==> src/rtl/image_present_ctrl.sv <==
// Image presentation controller: sequences image handshake, encoder clear/enable
// windows and rest gaps for a spiking encoder. Optional freeze input via PRESENT_PAUSE_EN.
module image_present_ctrl #(
  parameter int CNT_W  = 16,
  parameter int REST_W = 8
) (
  input  logic              clk,
  input  logic              reset,
  input  logic              start,
  input  logic [CNT_W-1:0]  num_images,
  input  logic [CNT_W-1:0]  cycles_per_image,
  input  logic [REST_W-1:0] rest_cycles,
  input  logic              img_valid,
`ifdef PRESENT_PAUSE_EN
  input  logic              pause,
`endif
  output logic              img_ready,
  output logic              enc_enable,
  output logic              enc_clear,
  output logic              image_done,
  output logic              run_done,
  output logic              busy,
  output logic [CNT_W-1:0]  image_index,
  output logic [CNT_W-1:0]  cycle_count
);

  typedef enum logic [2:0] {
    S_IDLE,
    S_WAIT_IMG,
    S_CLEAR,
    S_PRESENT,
    S_REST,
    S_DONE
  } state_t;

  state_t              state_q, state_d;
  logic [CNT_W-1:0]    num_q, num_d;
  logic [CNT_W-1:0]    cpi_q, cpi_d;
  logic [REST_W-1:0]   rest_q, rest_d;
  logic [REST_W-1:0]   rest_cnt_q, rest_cnt_d;
  logic [CNT_W-1:0]    index_q, index_d;
  logic [CNT_W-1:0]    ccount_q, ccount_d;
  logic                image_done_q, image_done_d;
  logic                run_done_q, run_done_d;

  logic                hold;
  logic [CNT_W-1:0]    cpi_last;
  logic                last_cycle;
  logic                last_image;

`ifdef PRESENT_PAUSE_EN
  assign hold = pause;
`else
  assign hold = 1'b0;
`endif

  // A latched length of zero is treated as a one-cycle presentation.
  assign cpi_last   = (cpi_q == '0) ? '0 : cpi_q - CNT_W'(1);
  assign last_cycle = (ccount_q == cpi_last);
  assign last_image = (index_q == num_q - CNT_W'(1));

  always_comb begin
    state_d      = state_q;
    num_d        = num_q;
    cpi_d        = cpi_q;
    rest_d       = rest_q;
    rest_cnt_d   = rest_cnt_q;
    index_d      = index_q;
    ccount_d     = ccount_q;
    image_done_d = 1'b0;
    run_done_d   = 1'b0;
    case (state_q)
      S_IDLE: begin
        if (start) begin
          num_d    = num_images;
          cpi_d    = cycles_per_image;
          rest_d   = rest_cycles;
          index_d  = '0;
          ccount_d = '0;
          state_d  = (num_images == '0) ? S_DONE : S_WAIT_IMG;
        end
      end
      S_WAIT_IMG: begin
        if (img_valid) state_d = S_CLEAR;
      end
      S_CLEAR: begin
        ccount_d = '0;
        state_d  = S_PRESENT;
      end
      S_PRESENT: begin
        if (!hold) begin
          ccount_d = ccount_q + CNT_W'(1);
          if (last_cycle) begin
            image_done_d = 1'b1;
            if (last_image) begin
              state_d = S_DONE;
            end else begin
              index_d = index_q + CNT_W'(1);
              if (rest_q != '0) begin
                rest_cnt_d = rest_q;
                state_d    = S_REST;
              end else begin
                state_d = S_WAIT_IMG;
              end
            end
          end
        end
      end
      S_REST: begin
        if (!hold) begin
          rest_cnt_d = rest_cnt_q - REST_W'(1);
          if (rest_cnt_q == REST_W'(1)) state_d = S_WAIT_IMG;
        end
      end
      S_DONE: begin
        // First DONE cycle arms the registered run_done pulse; the second emits it.
        if (run_done_q) state_d = S_IDLE;
        else            run_done_d = 1'b1;
      end
      default: state_d = S_IDLE;
    endcase
  end

  always_ff @(posedge clk or negedge reset) begin
    if (!reset) begin
      state_q      <= S_IDLE;
      num_q        <= '0;
      cpi_q        <= '0;
      rest_q       <= '0;
      rest_cnt_q   <= '0;
      index_q      <= '0;
      ccount_q     <= '0;
      image_done_q <= 1'b0;
      run_done_q   <= 1'b0;
    end else begin
      state_q      <= state_d;
      num_q        <= num_d;
      cpi_q        <= cpi_d;
      rest_q       <= rest_d;
      rest_cnt_q   <= rest_cnt_d;
      index_q      <= index_d;
      ccount_q     <= ccount_d;
      image_done_q <= image_done_d;
      run_done_q   <= run_done_d;
    end
  end

  assign img_ready   = (state_q == S_WAIT_IMG);
  assign enc_enable  = (state_q == S_PRESENT) && !hold;
  assign enc_clear   = (state_q == S_CLEAR);
  assign busy        = (state_q != S_IDLE);
  assign image_done  = image_done_q;
  assign run_done    = run_done_q;
  assign image_index = index_q;
  assign cycle_count = ccount_q;

endmodule

==> config.mk <==
export PLATFORM = sky130hd
export DESIGN_NAME = image_present_ctrl
export DESIGN_NICKNAME = d
export VERILOG_FILES = /design/src/rtl/image_present_ctrl.sv
export SDC_FILE = /design/constraint.sdc
export NUM_CORES = 1
export LEC_CHECK = 0
export ABC_CLOCK_PERIOD_IN_PS = 7100
export BUFFER_PORTS_ARGS = -buffer_cell sky130_fd_sc_hd__clkbuf_2
export CAP_MARGIN = 20
export CORE_MARGIN = 2
export CORE_UTILIZATION = 30
export CTS_CLUSTER_DIAMETER = 120
export DETAILED_ROUTE_END_ITERATION = 8
export GPL_TIMING_DRIVEN = 0
export PLACE_DENSITY_LB_ADDON = 0.12
export SETUP_SLACK_MARGIN = 0.3
export SLEW_MARGIN = 20
export SYNTH_ARGS = -nofsm -noshare
export SYNTH_HDL_FRONTEND = slang
export SYNTH_SLANG_ARGS = --single-unit
export TNS_END_PERCENT = 20
==> constraint.sdc <==
create_clock -name clk -period 7.1 [get_ports clk]
set_input_delay 0.71 -clock clk [delete_from_list [all_inputs] [get_ports clk]]
set_output_delay 0.71 -clock clk [all_outputs]
set_load 0.02 [all_outputs]
# Yosys cells after proc, flatten, opt, wreduce, memory -nomap -nowiden
# Index checks and enable logic that the tools add are counted.
dict set report totals {
  wordCells 65
  regBits 85
}
dict set report classes {
  eq_ne 15
  n_mux 23
  n_reduce_logical 13
  add_sub_neg 5
}
# op n
set ops {}
lappend ops {{$mux 16} 4}
lappend ops {{$pmux 16 s3} 1}
lappend ops {{$add 16x1->16 const B} 2}
lappend ops {{$eq 16x16->1} 2}
lappend ops {{$logic_not 16->1} 2}
lappend ops {{$pmux 16 s2} 1}
lappend ops {{$sub 16x1->16 const B} 2}
lappend ops {{$mux 3} 8}
lappend ops {{$mux 8} 3}
lappend ops {{$pmux 3 s6} 1}
lappend ops {{$pmux 8 s2} 1}
lappend ops {{$ne 2x2->1 const B} 5}
lappend ops {{$eq 8x1->1 const B} 1}
lappend ops {{$reduce_and 4->1} 2}
lappend ops {{$reduce_bool 8->1} 1}
lappend ops {{$sub 8x1->8 const B} 1}
lappend ops {{$eq 3x2->1 const B} 2}
lappend ops {{$eq 3x3->1 const B} 2}
lappend ops {{$reduce_bool 3->1} 2}
lappend ops {{$reduce_and 5->1} 1}
lappend ops {{$mux 1} 4}
lappend ops {{$ne 2x1->1 const B} 2}
lappend ops {{$reduce_and 2->1} 2}
lappend ops {{$reduce_bool 2->1} 2}
lappend ops {{other kinds (2)} 2}

# Depth between registers and ports, before layout
# Gate-level depths: netlist of the first run.
dict set report logic_depth {
  depth_word 5
  ltp_mapped 13
  depth_no_buf 10
}

# Least setup slack after synthesis of the first run
# OpenSTA, ideal clock, no wires.
dict set report synth_timing {
  path_kind {register to register}
  from {register cpi_q[0]}
  to {register index_q[0] (netlist: image_index[0])}
  synth_period_minus_slack_ns 3.304
  t_required_ns 6.975
  n_path_buf 2
  t_arrival_ns 3.179
  stages_incl_launch_ff 13
  setup_time_ns 0.125
  setup_slack_ns 3.796
  path_cell_list {dfrtp_1 -> inv_1 -> ha_1 -> or3b_2 -> buf_2 -> nor4_4 -> nand3_1 -> o21ai_2 -> o311ai_1 -> or3_4 -> buf_6 -> o21ai_0 -> mux2_2}
}
dict set report synth_between {
  elab_chain_len 5
  elab_cells_between_ends 6
  classes_between {add/sub (1); eq/ne (2); mux (1); reduce/logical (2)}
}
# element line_no
set synth_lines {}
lappend synth_lines {{start: declaration} 38} ;# logic [CNT_W-1:0] cpi_q, cpi_d;
lappend synth_lines {{start signal: assignment} 138} ;# cpi_q <= cpi_d;
lappend synth_lines {{$sub 16x1->16 / $logic_not 16->1 (equally long branches)} 58} ;# assign cpi_last = (cpi_q == '0) ? '0 : cpi_q - CNT_W'(1);
lappend synth_lines {{$mux 16 *} 58}
lappend synth_lines {{$eq 16x16->1 *} 59} ;# assign last_cycle = (ccount_q == cpi_last);
lappend synth_lines {{$ne 2x1->1 (no source line) *} n/a}
lappend synth_lines {{$reduce_and 4->1 (no source line) *} n/a}
lappend synth_lines {{end signal: assignment} 141} ;# index_q <= index_d;
lappend synth_lines {{end: declaration} 41} ;# logic [CNT_W-1:0] index_q, index_d;
# Mark *: on every way between the ends. The rest lies on a longest branch, timed or not.
# A chain may end at the register's enable or synchronous reset.

# Worst setup path in the final report of the first run
# Ends and elaborated chain as after synthesis.

==> results of run 1 <==
==> worst min path at each step <==
stage / from / endpoint
6_report: reset / cycle_count[10]$_DFFE_PN0P_
5_1_grt: reset / cycle_count[10]$_DFFE_PN0P_
4_1_cts: reset / cycle_count[10]$_DFFE_PN0P_
3_5_place_dp: run_done$_DFF_PN0_ / run_done$_DFF_PN0_
3_3_place_gp: run_done$_DFF_PN0_ / run_done$_DFF_PN0_
2_1_floorplan: reset / cpi_q[0]$_DFFE_PN0P_
==> state kept, by name, summed over array words and instances, names as in the netlist <==
register	cells
cpi_q	16
cycle_count	16
image_done	1
image_index	16
num_q	16
rest_cnt_q	8
rest_q	8
run_done	1
state_q	3
==> layer usage <==
layer,part of all wire (%),track usage (%),vias to the layer above
met2,44,27.29,155
met5,0,0,-
met1,50,26.65,2746
met4,2.3,7.579,0
met3,4.5,2.683,24
li1,-,-,2690
==> power breakdown <==
group | switching (µW) | internal (µW) | total (µW)
Combinational | 730 | 446 | 1180
Sequential | 166 | 631 | 797
Clock | 221 | 310 | 531
Total | 1120 | 1390 | 2510
==> layout make-up <==
cell class | instances | area [µm²]
multi-input combinational | 540 | 3231
sequential | 85 | 2127
clock buffer | 9 | 225.2
tap | 234 | 292.8
inverter | 21 | 78.83
fill | 1949 | 11830
buffer | 42 | 192.7
clock inverter | 7 | 100.1
timing repair buffer | 82 | 441.7
==> placed cells by master, fill, tap and decap left out, types with 4 or more instances in the layout <==
cell type | netlist | routed
a211oi_1 | 4 | 4
a21oi_1 | 37 | 37
and2_1 | 7 | 7
and3_1 | 8 | 8
and4_1 | 5 | 5
buf_2 | 7 | 7
clkbuf_1 | 28 | 28
clkbuf_16 | 0 | 9
clkbuf_2 | 0 | 80
dfrtp_1 | 85 | 85
ha_1 | 6 | 6
inv_1 | 21 | 21
mux2i_1 | 6 | 6
nand2_1 | 138 | 138
nand2b_1 | 6 | 6
nand3_1 | 21 | 21
nand3b_1 | 4 | 4
nand4_1 | 13 | 13
nor2_1 | 47 | 47
nor3_1 | 23 | 23
nor3b_1 | 4 | 4
nor4_1 | 19 | 19
o211a_1 | 4 | 4
o21ai_0 | 26 | 26
o31ai_1 | 21 | 21
o41ai_1 | 5 | 5
or2_2 | 5 | 5
or3_1 | 10 | 10
or4_1 | 22 | 22
xnor2_1 | 19 | 19
xor2_1 | 21 | 21
==> synth_stat cells (4+ instances only) <==
| library cell | count | area share, % |
|---|---|---|
| inv_1 | 21 | 1.4 |
| buf_2 | 7 | 0.62 |
| nand2b_1 | 6 | 0.67 |
| or4_1 | 22 | 2.9 |
| xor2_1 | 21 | 3.3 |
| dfrtp_1 | 85 | 38 |
| nand3_1 | 21 | 1.9 |
| nand3b_1 | 4 | 0.53 |
| clkbuf_1 | 28 | 1.9 |
| nor2_1 | 47 | 3.1 |
| a211oi_1 | 4 | 0.53 |
| and2_1 | 7 | 0.78 |
| nand4_1 | 13 | 1.4 |
| nand2_1 | 138 | 9.2 |
| mux2i_1 | 6 | 1.1 |
| and3_1 | 8 | 0.89 |
| nor3b_1 | 4 | 0.53 |
| o211a_1 | 4 | 0.71 |
| nor4_1 | 19 | 2.1 |
| ha_1 | 6 | 1.3 |
| or3_1 | 10 | 1.1 |
| o31ai_1 | 21 | 2.8 |
| nor3_1 | 23 | 2.0 |
| o41ai_1 | 5 | 0.78 |
| and4_1 | 5 | 0.78 |
| a21oi_1 | 37 | 3.3 |
| o21ai_0 | 26 | 2.3 |
| xnor2_1 | 19 | 3.0 |
| or2_2 | 5 | 0.56 |
==> per-stage QoR <==
| step | power (µW) | hold WS (ns) | cell area (µm²) | worst slack, ns | cells |
|---|---|---|---|---|---|
| 6_report | 2505 | 0.2492 | 6689 | 3.128 | 1020 |
| 5_1_grt | 2702 | 0.2647 | 6689 | 2.831 | 1020 |
| 4_1_cts | 2515 | 0.2558 | 6683 | 3.036 | 1020 |
| 3_5_place_dp | 1972 | 0.4524 | 6357 | 3.070 | 1004 |
| 3_3_place_gp | 1950 | 0.4366 | 6321 | 3.142 | 1003 |
| 2_1_floorplan | 1639 | 0.4144 | 5623 | 3.796 | 688 |
==> logic make-up after synthesis <==
| logic type | count (synthesis) | synth area share, % |
|---|---|---|
| adders and majority gates | 6 | 1.335 |
| muxes | 7 | 1.268 |
| AOI/OAI and AO/OA | 141 | 17.07 |
| buffers and inverters | 63 | 4.829 |
| and+or+nand+nor | 345 | 31.04 |
| DFF | 85 | 37.83 |
| xor gates and xnor gates | 41 | 6.631 |
==> impl_metrics.prom, run 1 <==
# TYPE chip_impl_metric gauge
chip_impl_metric{name="power.ir.vdd_worst",unit="mV"} 0.1299
chip_impl_metric{name="rows",unit=""} 50
chip_impl_metric{name="grt_antenna_before_repair",unit=""} 0
chip_impl_metric{name="detailed_place_hpwl",unit="mm"} 13.52
chip_impl_metric{name="final.period_utilization",unit="%"} 55.95
chip_impl_metric{name="num_antenna_cells",unit=""} 0
chip_impl_info{name="startpoint",value="cpi_q[0]$_DFFE_PN0P_"} 1
chip_impl_metric{name="fmax",unit="GHz"} 0.2517
chip_impl_metric{name="synthCells",unit=""} 688
chip_impl_metric{name="drt_first_pass_iters",unit=""} 5
chip_impl_metric{name="grt_pass1_vias",unit=""} 5395
chip_impl_metric{name="initial_utilization",unit="%"} 30.36
chip_impl_metric{name="path_buf_inv",unit=""} 3
chip_impl_info{name="run_status",value="finished clean"} 1
chip_impl_metric{name="worstSetupPathDepth",unit=""} 12
chip_impl_info{name="cts_tree",value="built"} 1
chip_impl_metric{name="yosys_warnings",unit=""} 0
chip_impl_metric{name="layout_min_cycle_time",unit="ns"} 3.972
chip_impl_metric{name="slew_headroom",unit="%"} 39.59
chip_impl_metric{name="drc",unit=""} 0
chip_impl_metric{name="hold_violations",unit=""} 0
chip_impl_metric{name="ffs_w_async_s_r_synth",unit="%"} 100.0
chip_impl_metric{name="final_core_utilization",unit="%"} 36.12
chip_impl_metric{name="place.port_buffers",unit=""} 81
chip_impl_metric{name="maxSlewViolCount",unit=""} 0
chip_impl_metric{name="post_drt_via_cell_ratio",unit=""} 5.505
chip_impl_metric{name="buffer_count_from_post_cts_setup_fixing",unit=""} 0
chip_impl_info{name="clock-root-buffer",value="clkbuf_16"} 1
chip_impl_metric{name="skew",unit="ns"} 0.006154
chip_impl_info{name="critical_path.reg2reg.startpoint",value="cpi_q[0]$_DFFE_PN0P_"} 1
chip_impl_metric{name="detailedRoute.firstIterationViolations",unit=""} 340
chip_impl_metric{name="ctsHoldBuffers",unit=""} 0
chip_impl_metric{name="cts_max_level",unit=""} 3
chip_impl_metric{name="overflow",unit=""} 0
chip_impl_metric{name="critical-path-max-stage-delay",unit="ns"} 0.60
chip_impl_metric{name="wire_length_of_the_first_global_routing_pass",unit="mm"} 28.61
chip_impl_metric{name="grt_max_degree",unit=""} 56
chip_impl_info{name="worstReg2RegEnd",value="image_index[0]$_DFFE_PN0P_"} 1
chip_impl_metric{name="power-per-cell-area",unit="nW/µm²"} 374.5
chip_impl_metric{name="post_drt_wl_per_cell",unit="µm"} 17.58
chip_impl_metric{name="worst_reg_to_reg_cells",unit=""} 12
chip_impl_info{name="criticalPathCategory",value="flop to flop"} 1
chip_impl_info{name="worst_path_max_delay_cell",value="o41ai_1"} 1
chip_impl_info{name="crit_path_end_kind",value="flop"} 1
chip_impl_metric{name="synth_cell_type_count",unit=""} 71
chip_impl_info{name="critical_path.endpoint",value="image_index[0]$_DFFE_PN0P_"} 1
chip_impl_metric{name="layout.nets",unit=""} 831
chip_impl_metric{name="synth_seq_area_share",unit="%"} 37.83
chip_impl_metric{name="grt_usage",unit="%"} 18.35
chip_impl_metric{name="clock_buffer_count_from_cts",unit=""} 9
chip_impl_metric{name="r2r_setup_slack",unit="ns"} 3.13
chip_impl_metric{name="worst-endpoint-required",unit="ns"} 7.34
chip_impl_metric{name="die_height",unit="µm"} 140.9
chip_impl_metric{name="cts_max_path_buffers",unit=""} 2
chip_impl_metric{name="setup_violations",unit=""} 0
chip_impl_metric{name="synth_enable_flop_cells",unit=""} 0
chip_impl_metric{name="clock_latency",unit="ns"} 0.36
chip_impl_info{name="ys.flop_type",value="dfrtp_1"} 1
chip_impl_info{name="cells_along_the_critical_path",value="inv_1 > ha_1 > or3b_2 > buf_2 > o41ai_1 > and4_1 > o21ai_0 > a2bb2oi_2 > o211ai_1 > buf_2 > o21ai_0 > mux2_2"} 1
chip_impl_metric{name="dr_total_vias",unit=""} 5615
chip_impl_metric{name="design.portCount",unit=""} 82
chip_impl_metric{name="finalWeightedCongestion",unit=""} 0.8636
chip_impl_metric{name="clock-sinks",unit=""} 85
chip_impl_metric{name="cp_max_fo",unit=""} 10
chip_impl_metric{name="cap_viol_max_count",unit=""} 0
chip_impl_metric{name="path_clk_slew",unit="ns"} 0.07
chip_impl_metric{name="wirelength",unit="mm"} 17.93
chip_impl_metric{name="die_area",unit="µm²"} 19850
chip_impl_metric{name="setup-tns-final",unit="ns"} 0
chip_impl_metric{name="syn-mean-instance-area",unit="µm²"} 8.173
chip_impl_metric{name="tightest_slew",unit="ns"} 0.8979
chip_impl_metric{name="postSynthNetCount",unit=""} 738
chip_impl_metric{name="placeableCoreArea",unit="µm²"} 18520
chip_impl_metric{name="post_route_cells_drive_above_1_share",unit="%"} 16.16
chip_impl_info{name="worst_hold_path_type",value="primary input to asynchronous set/reset pin"} 1
chip_impl_metric{name="post_synth_instance_area",unit="µm²"} 5623
chip_impl_info{name="unrepaired_setup_endpoints_after_global_routing",value="no"} 1
chip_impl_metric{name="die_w",unit="µm"} 140.9
chip_impl_metric{name="ys_seq_elements",unit=""} 85
chip_impl_metric{name="area_overhead_of_the_layout_relative_to_synthesis",unit="%"} 18.96
chip_impl_metric{name="arrival",unit="ns"} 4.21
chip_impl_info{name="startpoint_class_of_the_critical_path",value="flop"} 1
chip_impl_metric{name="number_of_nets_still_failing_antenna_checks_after_routing",unit=""} 0
chip_impl_metric{name="post_cts.resized_instances",unit=""} 0
chip_impl_metric{name="power.static_leakage",unit="µW"} 0.002901
chip_impl_info{name="critical-path-top-delay-family",value="compound AO/OA/AOI/OAI gates"} 1
Note: power is estimated with default switching activity, not from simulation.
==> run 2: changes to the inputs <==
--- a/config.mk
+++ b/config.mk
@@ -5,7 +5,7 @@
 export SDC_FILE = /design/constraint.sdc
 export NUM_CORES = 1
 export LEC_CHECK = 0
-export ABC_CLOCK_PERIOD_IN_PS = 7100
+export ABC_CLOCK_PERIOD_IN_PS = 4100
 export BUFFER_PORTS_ARGS = -buffer_cell sky130_fd_sc_hd__clkbuf_2
 export CAP_MARGIN = 20
 export CORE_MARGIN = 2
==> constraint.sdc (replaced) <==
create_clock -name clk -period 4.1 [get_ports clk]
set_input_delay 0.41 -clock clk [delete_from_list [all_inputs] [get_ports clk]]
set_output_delay 0.41 -clock clk [all_outputs]
set_load 0.02 [all_outputs]
==> impl_metrics.prom, run 2 (synthesis gave the netlist of run 1 again) <==
# TYPE chip_impl_metric gauge
chip_impl_metric{name="die_area",unit="µm²"} 19850
chip_impl_info{name="critical_path.reg2reg.startpoint",value="cpi_q[0]$_DFFE_PN0P_"} 1
chip_impl_metric{name="drt_first_pass_iters",unit=""} 5
chip_impl_metric{name="number_of_nets_still_failing_antenna_checks_after_routing",unit=""} 0
chip_impl_metric{name="combPwrFrac",unit="%"} 47.4
chip_impl_info{name="worst_hold_path_type",value="primary input to flop"} 1
chip_impl_metric{name="setup_violations",unit=""} 0
chip_impl_metric{name="skew",unit="ns"} 0.006456
chip_impl_info{name="clock-root-buffer",value="clkbuf_16"} 1
chip_impl_metric{name="finalWeightedCongestion",unit=""} 0.8636
chip_impl_metric{name="design.portCount",unit=""} 82
chip_impl_metric{name="power.switching_fraction",unit="%"} 44.87
chip_impl_metric{name="rows",unit=""} 50
chip_impl_info{name="mostFrequentLayoutCell",value="nand2_1"} 1
chip_impl_info{name="run_status",value="finished clean"} 1
chip_impl_metric{name="post_drt_wl_per_cell",unit="µm"} 17.67
chip_impl_metric{name="r2r_setup_slack",unit="ns"} 0.49
chip_impl_metric{name="initial_utilization",unit="%"} 30.36
chip_impl_metric{name="drc",unit=""} 0
chip_impl_metric{name="grt_max_degree",unit=""} 56
chip_impl_metric{name="post_drt_via_cell_ratio",unit=""} 5.495
chip_impl_info{name="startpoint_class_of_the_critical_path",value="flop"} 1
chip_impl_metric{name="dr_total_vias",unit=""} 5638
chip_impl_metric{name="place.port_buffers",unit=""} 81
chip_impl_metric{name="hold_violations",unit=""} 0
chip_impl_metric{name="worst_hold_path.num_cells",unit=""} 3
chip_impl_metric{name="grt_antenna_before_repair",unit=""} 0
chip_impl_metric{name="clock-sinks",unit=""} 85
chip_impl_metric{name="slew_headroom",unit="%"} 48.13
chip_impl_info{name="criticalPathCategory",value="flop to flop"} 1
chip_impl_info{name="crit_path_end_kind",value="flop"} 1
chip_impl_metric{name="cts_max_level",unit=""} 3
chip_impl_metric{name="maxSlewViolCount",unit=""} 0
chip_impl_metric{name="seqPwrFrac",unit="%"} 31.7
chip_impl_metric{name="cts_max_path_buffers",unit=""} 2
chip_impl_metric{name="detailed_place_hpwl",unit="mm"} 13.52
chip_impl_metric{name="wirelength",unit="mm"} 18.13
chip_impl_metric{name="num_antenna_cells",unit=""} 0
chip_impl_metric{name="power.static_leakage",unit="µW"} 0.002950
chip_impl_metric{name="power.ir.vdd_worst",unit="mV"} 0.2259
chip_impl_metric{name="grt_usage",unit="%"} 18.38
chip_impl_metric{name="final_core_utilization",unit="%"} 36.72
chip_impl_metric{name="clock_latency",unit="ns"} 0.36
chip_impl_info{name="worstReg2RegEnd",value="image_index[13]$_DFFE_PN0P_"} 1
chip_impl_metric{name="clock_buffer_count_from_cts",unit=""} 9
chip_impl_info{name="final_cell_mix",value="138 x nand2_1, 85 x dfrtp_1, 80 x clkbuf_2"} 1
chip_impl_metric{name="area_overhead_of_the_layout_relative_to_synthesis",unit="%"} 20.94
chip_impl_metric{name="placeableCoreArea",unit="µm²"} 18520
chip_impl_metric{name="worst_reg_to_reg_cells",unit=""} 13
chip_impl_metric{name="fmax",unit="GHz"} 0.2768
chip_impl_metric{name="post_route_cells_drive_above_1_share",unit="%"} 17.30
chip_impl_metric{name="worst-endpoint-required",unit="ns"} 4.32
chip_impl_metric{name="power-per-cell-area",unit="nW/µm²"} 646.1
chip_impl_metric{name="setup-tns-final",unit="ns"} 0
chip_impl_info{name="cts_tree",value="built"} 1
chip_impl_metric{name="layout_min_cycle_time",unit="ns"} 3.613
chip_impl_info{name="unrepaired_setup_endpoints_after_global_routing",value="yes"} 1
chip_impl_info{name="hp-start",value="cycles_per_image[9]"} 1
chip_impl_metric{name="clockPowerShare",unit="%"} 20.9
chip_impl_metric{name="grt_pass1_vias",unit=""} 5422
chip_impl_metric{name="die_w",unit="µm"} 140.9
chip_impl_metric{name="p_int",unit="µW"} 2422
chip_impl_metric{name="arrival",unit="ns"} 3.83
chip_impl_metric{name="path_clk_slew",unit="ns"} 0.07
chip_impl_info{name="holdPathEnd",value="cpi_q[9]$_DFFE_PN0P_"} 1
chip_impl_metric{name="tightest_slew",unit="ns"} 0.7751
chip_impl_metric{name="wire_length_of_the_first_global_routing_pass",unit="mm"} 28.68
chip_impl_metric{name="cp_max_fo",unit=""} 10
chip_impl_metric{name="detailedRoute.firstIterationViolations",unit=""} 343
chip_impl_metric{name="cap_viol_max_count",unit=""} 0
chip_impl_metric{name="layout.nets",unit=""} 837
chip_impl_metric{name="die_height",unit="µm"} 140.9
chip_impl_metric{name="power.net_switching",unit="µW"} 1972
chip_impl_metric{name="final.period_utilization",unit="%"} 88.13
chip_impl_metric{name="overflow",unit=""} 0
run 2: per-layer routing:
| layer | vias up | track usage [%] | share of wire [%] |
|---|---|---|---|
| met2 | 149 | 27.29 | 44 |
| met1 | 2754 | 26.74 | 50 |
| met5 | - | 0 | 0 |
| li1 | 2707 | - | - |
| met3 | 28 | 2.683 | 4.1 |
| met4 | 0 | 7.579 | 2.3 |
run 2: stage by stage:
step	hold WS, ns	area (µm²)	total power (µW)	cells	worst slack (ns)
after floorplan	0.1144	5623	2838	688	0.7960
final	0.2430	6800	4394	1026	0.4867
after global placement	0.4366	6321	3377	1003	0.1422
after CTS	0.2373	6741	4367	1024	0.3417
after global routing	0.2483	6800	4733	1026	0.2209
after detailed placement	0.3333	6357	3415	1004	0.06991
run 2: layout make-up:
cell class / instances / area (µm²)
clock buffers: 9 / 225.2
inverters: 21 / 78.83
multi-input cells: 540 / 3279
flip-flops and latches: 85 / 2127
well taps: 234 / 292.8
plain buffers: 42 / 195.2
fillers: 1938 / 11720
clock inverters: 7 / 100.1
repair buffers: 88 / 501.7
run 2: power by group through the flow:
stage	clock network, µW	logic [µW]	registers, µW
2_1_floorplan	0	1510	1320
3_3_place_gp	0	1990	1390
3_5_place_dp	0	2030	1390
4_1_cts	940	2050	1380
5_1_grt	975	2320	1430
6_report	920	2080	1390
run 2: repair_timing:
item | in CTS | in global routing
hold buffers | 1 | 0
setup endpoints to repair | 22 | 26
gates resized for setup | 2 | 8
buffers inserted | 3 | 2
pin swaps | 2 | 3
endpoints found under the hold margin | 30 | 0
run 2: worst max-delay path by stage:
stage / startpoint / endpoint / slack [ns] / depth (start not counted)
3_3_place_gp: num_q[0]$_DFFE_PN0P_ / rest_cnt_q[0]$_DFFE_PN0P_ / 0.14 / 12
3_5_place_dp: num_q[0]$_DFFE_PN0P_ / rest_cnt_q[6]$_DFFE_PN0P_ / 0.07 / 12
4_1_cts: num_q[6]$_DFFE_PN0P_ / image_index[0]$_DFFE_PN0P_ / 0.34 / 9
2_1_floorplan: cpi_q[0]$_DFFE_PN0P_ / image_index[0]$_DFFE_PN0P_ / 0.80 / 12
6_report: cpi_q[0]$_DFFE_PN0P_ / image_index[13]$_DFFE_PN0P_ / 0.49 / 13
5_1_grt: cpi_q[0]$_DFFE_PN0P_ / image_index[13]$_DFFE_PN0P_ / 0.22 / 13
run 2: worst max-delay path, stage by stage, from the launching register on:
cell      delay, ns
dfrtp_1        0.43
inv_1          0.12
ha_1           0.21
or3b_2         0.44
buf_2          0.20
o31ai_2        0.28
o22ai_1        0.14
o21ai_2        0.18
o311ai_1       0.19
or3_4          0.46
buf_6          0.16
clkbuf_1       0.23
o31ai_1        0.33
a21oi_1        0.10
==> run 3: changes to the inputs <==
--- a/config.mk
+++ b/config.mk
@@ -5,7 +5,7 @@
 export SDC_FILE = /design/constraint.sdc
 export NUM_CORES = 1
 export LEC_CHECK = 0
-export ABC_CLOCK_PERIOD_IN_PS = 4100
+export ABC_CLOCK_PERIOD_IN_PS = 3300
 export BUFFER_PORTS_ARGS = -buffer_cell sky130_fd_sc_hd__clkbuf_2
 export CAP_MARGIN = 20
 export CORE_MARGIN = 2
==> constraint.sdc (replaced) <==
create_clock -name clk -period 3.3 [get_ports clk]
set_input_delay 0.33 -clock clk [delete_from_list [all_inputs] [get_ports clk]]
set_output_delay 0.33 -clock clk [all_outputs]
set_load 0.02 [all_outputs]
==> impl_metrics.prom, run 3 (synthesis gave the netlist of run 1 again) <==
# TYPE chip_impl_metric gauge
chip_impl_metric{name="power.ir.vdd_worst",unit="mV"} 0.3121
chip_impl_metric{name="detailed_place_hpwl",unit="mm"} 13.70
chip_impl_metric{name="power-per-cell-area",unit="nW/µm²"} 809.8
chip_impl_metric{name="maxSlewViolCount",unit=""} 0
chip_impl_info{name="crit_path_end_kind",value="flop"} 1
chip_impl_metric{name="dr_total_vias",unit=""} 5601
chip_impl_metric{name="die_w",unit="µm"} 140.9
chip_impl_metric{name="grt_pass1_vias",unit=""} 5536
chip_impl_metric{name="die_height",unit="µm"} 140.9
chip_impl_metric{name="area_overhead_of_the_layout_relative_to_synthesis",unit="%"} 28.55
chip_impl_metric{name="grt_usage",unit="%"} 19.14
chip_impl_info{name="unrepaired_setup_endpoints_after_global_routing",value="yes"} 1
chip_impl_metric{name="multi_input_comb_area",unit="µm²"} 3563
chip_impl_metric{name="drc",unit=""} 0
chip_impl_metric{name="grt_antenna_before_repair",unit=""} 0
chip_impl_metric{name="drt_first_pass_iters",unit=""} 4
chip_impl_info{name="run_status",value="complete, but fails checks"} 1
chip_impl_info{name="final_cell_mix",value="137 x nand2_1, 84 x dfrtp_1, 82 x clkbuf_2"} 1
chip_impl_metric{name="tightest_slew",unit="ns"} 1.163
chip_impl_metric{name="clockPowerShare",unit="%"} 19.3
chip_impl_metric{name="combPwrFrac",unit="%"} 50.5
chip_impl_metric{name="num_antenna_cells",unit=""} 0
chip_impl_metric{name="overflow",unit=""} 0
chip_impl_metric{name="power.net_switching",unit="µW"} 2615
chip_impl_metric{name="wirelength",unit="mm"} 18.73
chip_impl_metric{name="power.switching_fraction",unit="%"} 44.67
chip_impl_metric{name="place.port_buffers",unit=""} 81
chip_impl_metric{name="grt_max_degree",unit=""} 86
chip_impl_info{name="mostFrequentLayoutCell",value="nand2_1"} 1
chip_impl_metric{name="setup-tns-final",unit="ns"} -1.146
chip_impl_info{name="critPathMostFrequentCell",value="buf_6"} 1
chip_impl_metric{name="timing.final.ws_setup",unit="ns"} -0.1015
chip_impl_metric{name="worst-endpoint-required",unit="ns"} 3.57
chip_impl_info{name="worst_path_max_delay_cell",value="or4_4"} 1
chip_impl_metric{name="placeableCoreArea",unit="µm²"} 18520
chip_impl_info{name="startpoint_class_of_the_critical_path",value="flop"} 1
chip_impl_metric{name="post_drt_wl_per_cell",unit="µm"} 18.04
chip_impl_info{name="criticalPathCategory",value="flop to flop"} 1
chip_impl_info{name="cts_tree",value="built"} 1
chip_impl_metric{name="wire_length_of_the_first_global_routing_pass",unit="mm"} 30.06
chip_impl_metric{name="design.portCount",unit=""} 82
chip_impl_metric{name="r2r_setup_slack",unit="ns"} -0.10
chip_impl_metric{name="clock-sinks",unit=""} 85
chip_impl_info{name="cells_along_the_critical_path",value="buf_6 > or4_4 > buf_6 > o311a_1 > a211oi_2 > o311a_1 > nand3_2 > or3_4 > buf_6 > or4_1 > a21oi_1"} 1
chip_impl_metric{name="cap_viol_max_count",unit=""} 0
chip_impl_metric{name="clock_latency",unit="ns"} 0.35
chip_impl_metric{name="power.static_leakage",unit="µW"} 0.003096
chip_impl_metric{name="layout_min_cycle_time",unit="ns"} 3.401
chip_impl_metric{name="clock_buffer_count_from_cts",unit=""} 9
chip_impl_metric{name="final.period_utilization",unit="%"} 103.1
chip_impl_metric{name="hold_violations",unit=""} 0
chip_impl_metric{name="final_core_utilization",unit="%"} 39.03
chip_impl_info{name="worst_hold_path_type",value="primary input to asynchronous set/reset pin"} 1
chip_impl_metric{name="detailedRoute.firstIterationViolations",unit=""} 329
chip_impl_metric{name="critical-path-max-stage-delay",unit="ns"} 0.55
chip_impl_metric{name="seqPwrFrac",unit="%"} 30.2
chip_impl_metric{name="cts_max_level",unit=""} 3
chip_impl_metric{name="post_drt_via_cell_ratio",unit=""} 5.396
chip_impl_metric{name="sequential_cell_area",unit="µm²"} 2128
chip_impl_metric{name="fmax",unit="GHz"} 0.2940
chip_impl_metric{name="number_of_nets_still_failing_antenna_checks_after_routing",unit=""} 0
chip_impl_metric{name="p_int",unit="µW"} 3239
chip_impl_metric{name="setup_violations",unit=""} 19
chip_impl_metric{name="num-fill-cells",unit=""} 1939
chip_impl_metric{name="finalWeightedCongestion",unit=""} 0.8555
chip_impl_metric{name="ctsHoldBuffers",unit=""} 0
chip_impl_metric{name="rows",unit=""} 50
chip_impl_metric{name="initial_utilization",unit="%"} 30.36
chip_impl_metric{name="arrival",unit="ns"} 3.67
chip_impl_metric{name="die_area",unit="µm²"} 19850
chip_impl_metric{name="slew_headroom",unit="%"} 22.16
chip_impl_info{name="failed_checks",value="setup timing"} 1
chip_impl_metric{name="cts_max_path_buffers",unit=""} 2
chip_impl_info{name="clock-root-buffer",value="clkbuf_16"} 1
chip_impl_metric{name="path_clk_slew",unit="ns"} 0.07
chip_impl_metric{name="cp_max_fo",unit=""} 10
chip_impl_metric{name="post_route_cells_drive_above_1_share",unit="%"} 24.25
chip_impl_metric{name="layout.nets",unit=""} 849
chip_impl_metric{name="skew",unit="ns"} 0.009894
-- run 3: what timing repair did --
action,CTS,global route
setup buffers,9,7
gates cloned,2,0
endpoints found under the setup margin,28,28
pin swaps,8,8
gates resized for setup,32,35
-- run 3: critical path, delay by kind of cell (launching register included) --
| kind | cells | cell delay, ns |
|---|---|---|
| AOI/OAI and AO/OA | 4 | 0.90 |
| buffers and inverters | 3 | 0.44 |
| DFF | 1 | 0.37 |
| and+or+nand+nor | 4 | 1.61 |
-- run 3: final timing paths --
| kind | cells after the start | endpoint | from |
|---|---|---|---|
| max | 11 | image_index[12]$_DFFE_PN0P_ | cpi_q[2]$_DFFE_PN0P_ |
| min | 2 | cycle_count[10]$_DFFE_PN0P_ | reset |
| max reg2reg | 11 | image_index[12]$_DFFE_PN0P_ | cpi_q[2]$_DFFE_PN0P_ |
| min reg2reg | 2 | num_q[15]$_DFFE_PN0P_ | num_q[15]$_DFFE_PN0P_ |
| max in group asynchronous | 2 | num_q[0]$_DFFE_PN0P_ | reset |
| min in group clk | 3 | rest_q[3]$_DFFE_PN0P_ | rest_cycles[3] |
-- run 3: per-layer routing --
| metal | track usage, % | wire length, µm | vias to the layer above |
|---|---|---|---|
| met2 | 28.99 | 8273 | 148 |
| met5 | 0 | 0 | - |
| met3 | 2.548 | 821 | 16 |
| li1 | - | - | 2714 |
| met4 | 5.579 | 224 | 0 |
| met1 | 28.50 | 9408 | 2723 |
-- run 3: power groups by stage --
stage / logic (µW) / clock network [µW] / registers (µW)
2_1_floorplan: 1940 / 0 / 1650
3_3_place_gp: 2530 / 0 / 1730
3_5_place_dp: 2590 / 0 / 1740
4_1_cts: 2790 / 1160 / 1740
5_1_grt: 3290 / 1200 / 1810
6_report: 2960 / 1130 / 1770
-- run 3: layout make-up --
type / count / share of cell area [%]
plain buffers: 42 / 3.289
clock buffers: 9 / 3.116
clock inverters: 7 / 1.385
inverters: 21 / 1.091
multi-input cells: 540 / 49.30
flip-flops and latches: 85 / 29.44
well taps: 234 / 4.051
repair buffers: 100 / 8.326
-- run 3: through the flow --
stage               hold WS, ns  area [µm²]  total power (µW)  std cells  setup slack (ns)
floorplan               0.03441        5702              3591        688            0.2287
global placement         0.4838        6400              4262       1003           -0.5972
detailed placement       0.4138        6436              4328       1004           -0.6183
CTS                     0.03889        7017              5683       1031           -0.1570
global route            0.04815        7228              6296       1038           -0.2906
finish                 0.008104        7228              5854       1038           -0.1015
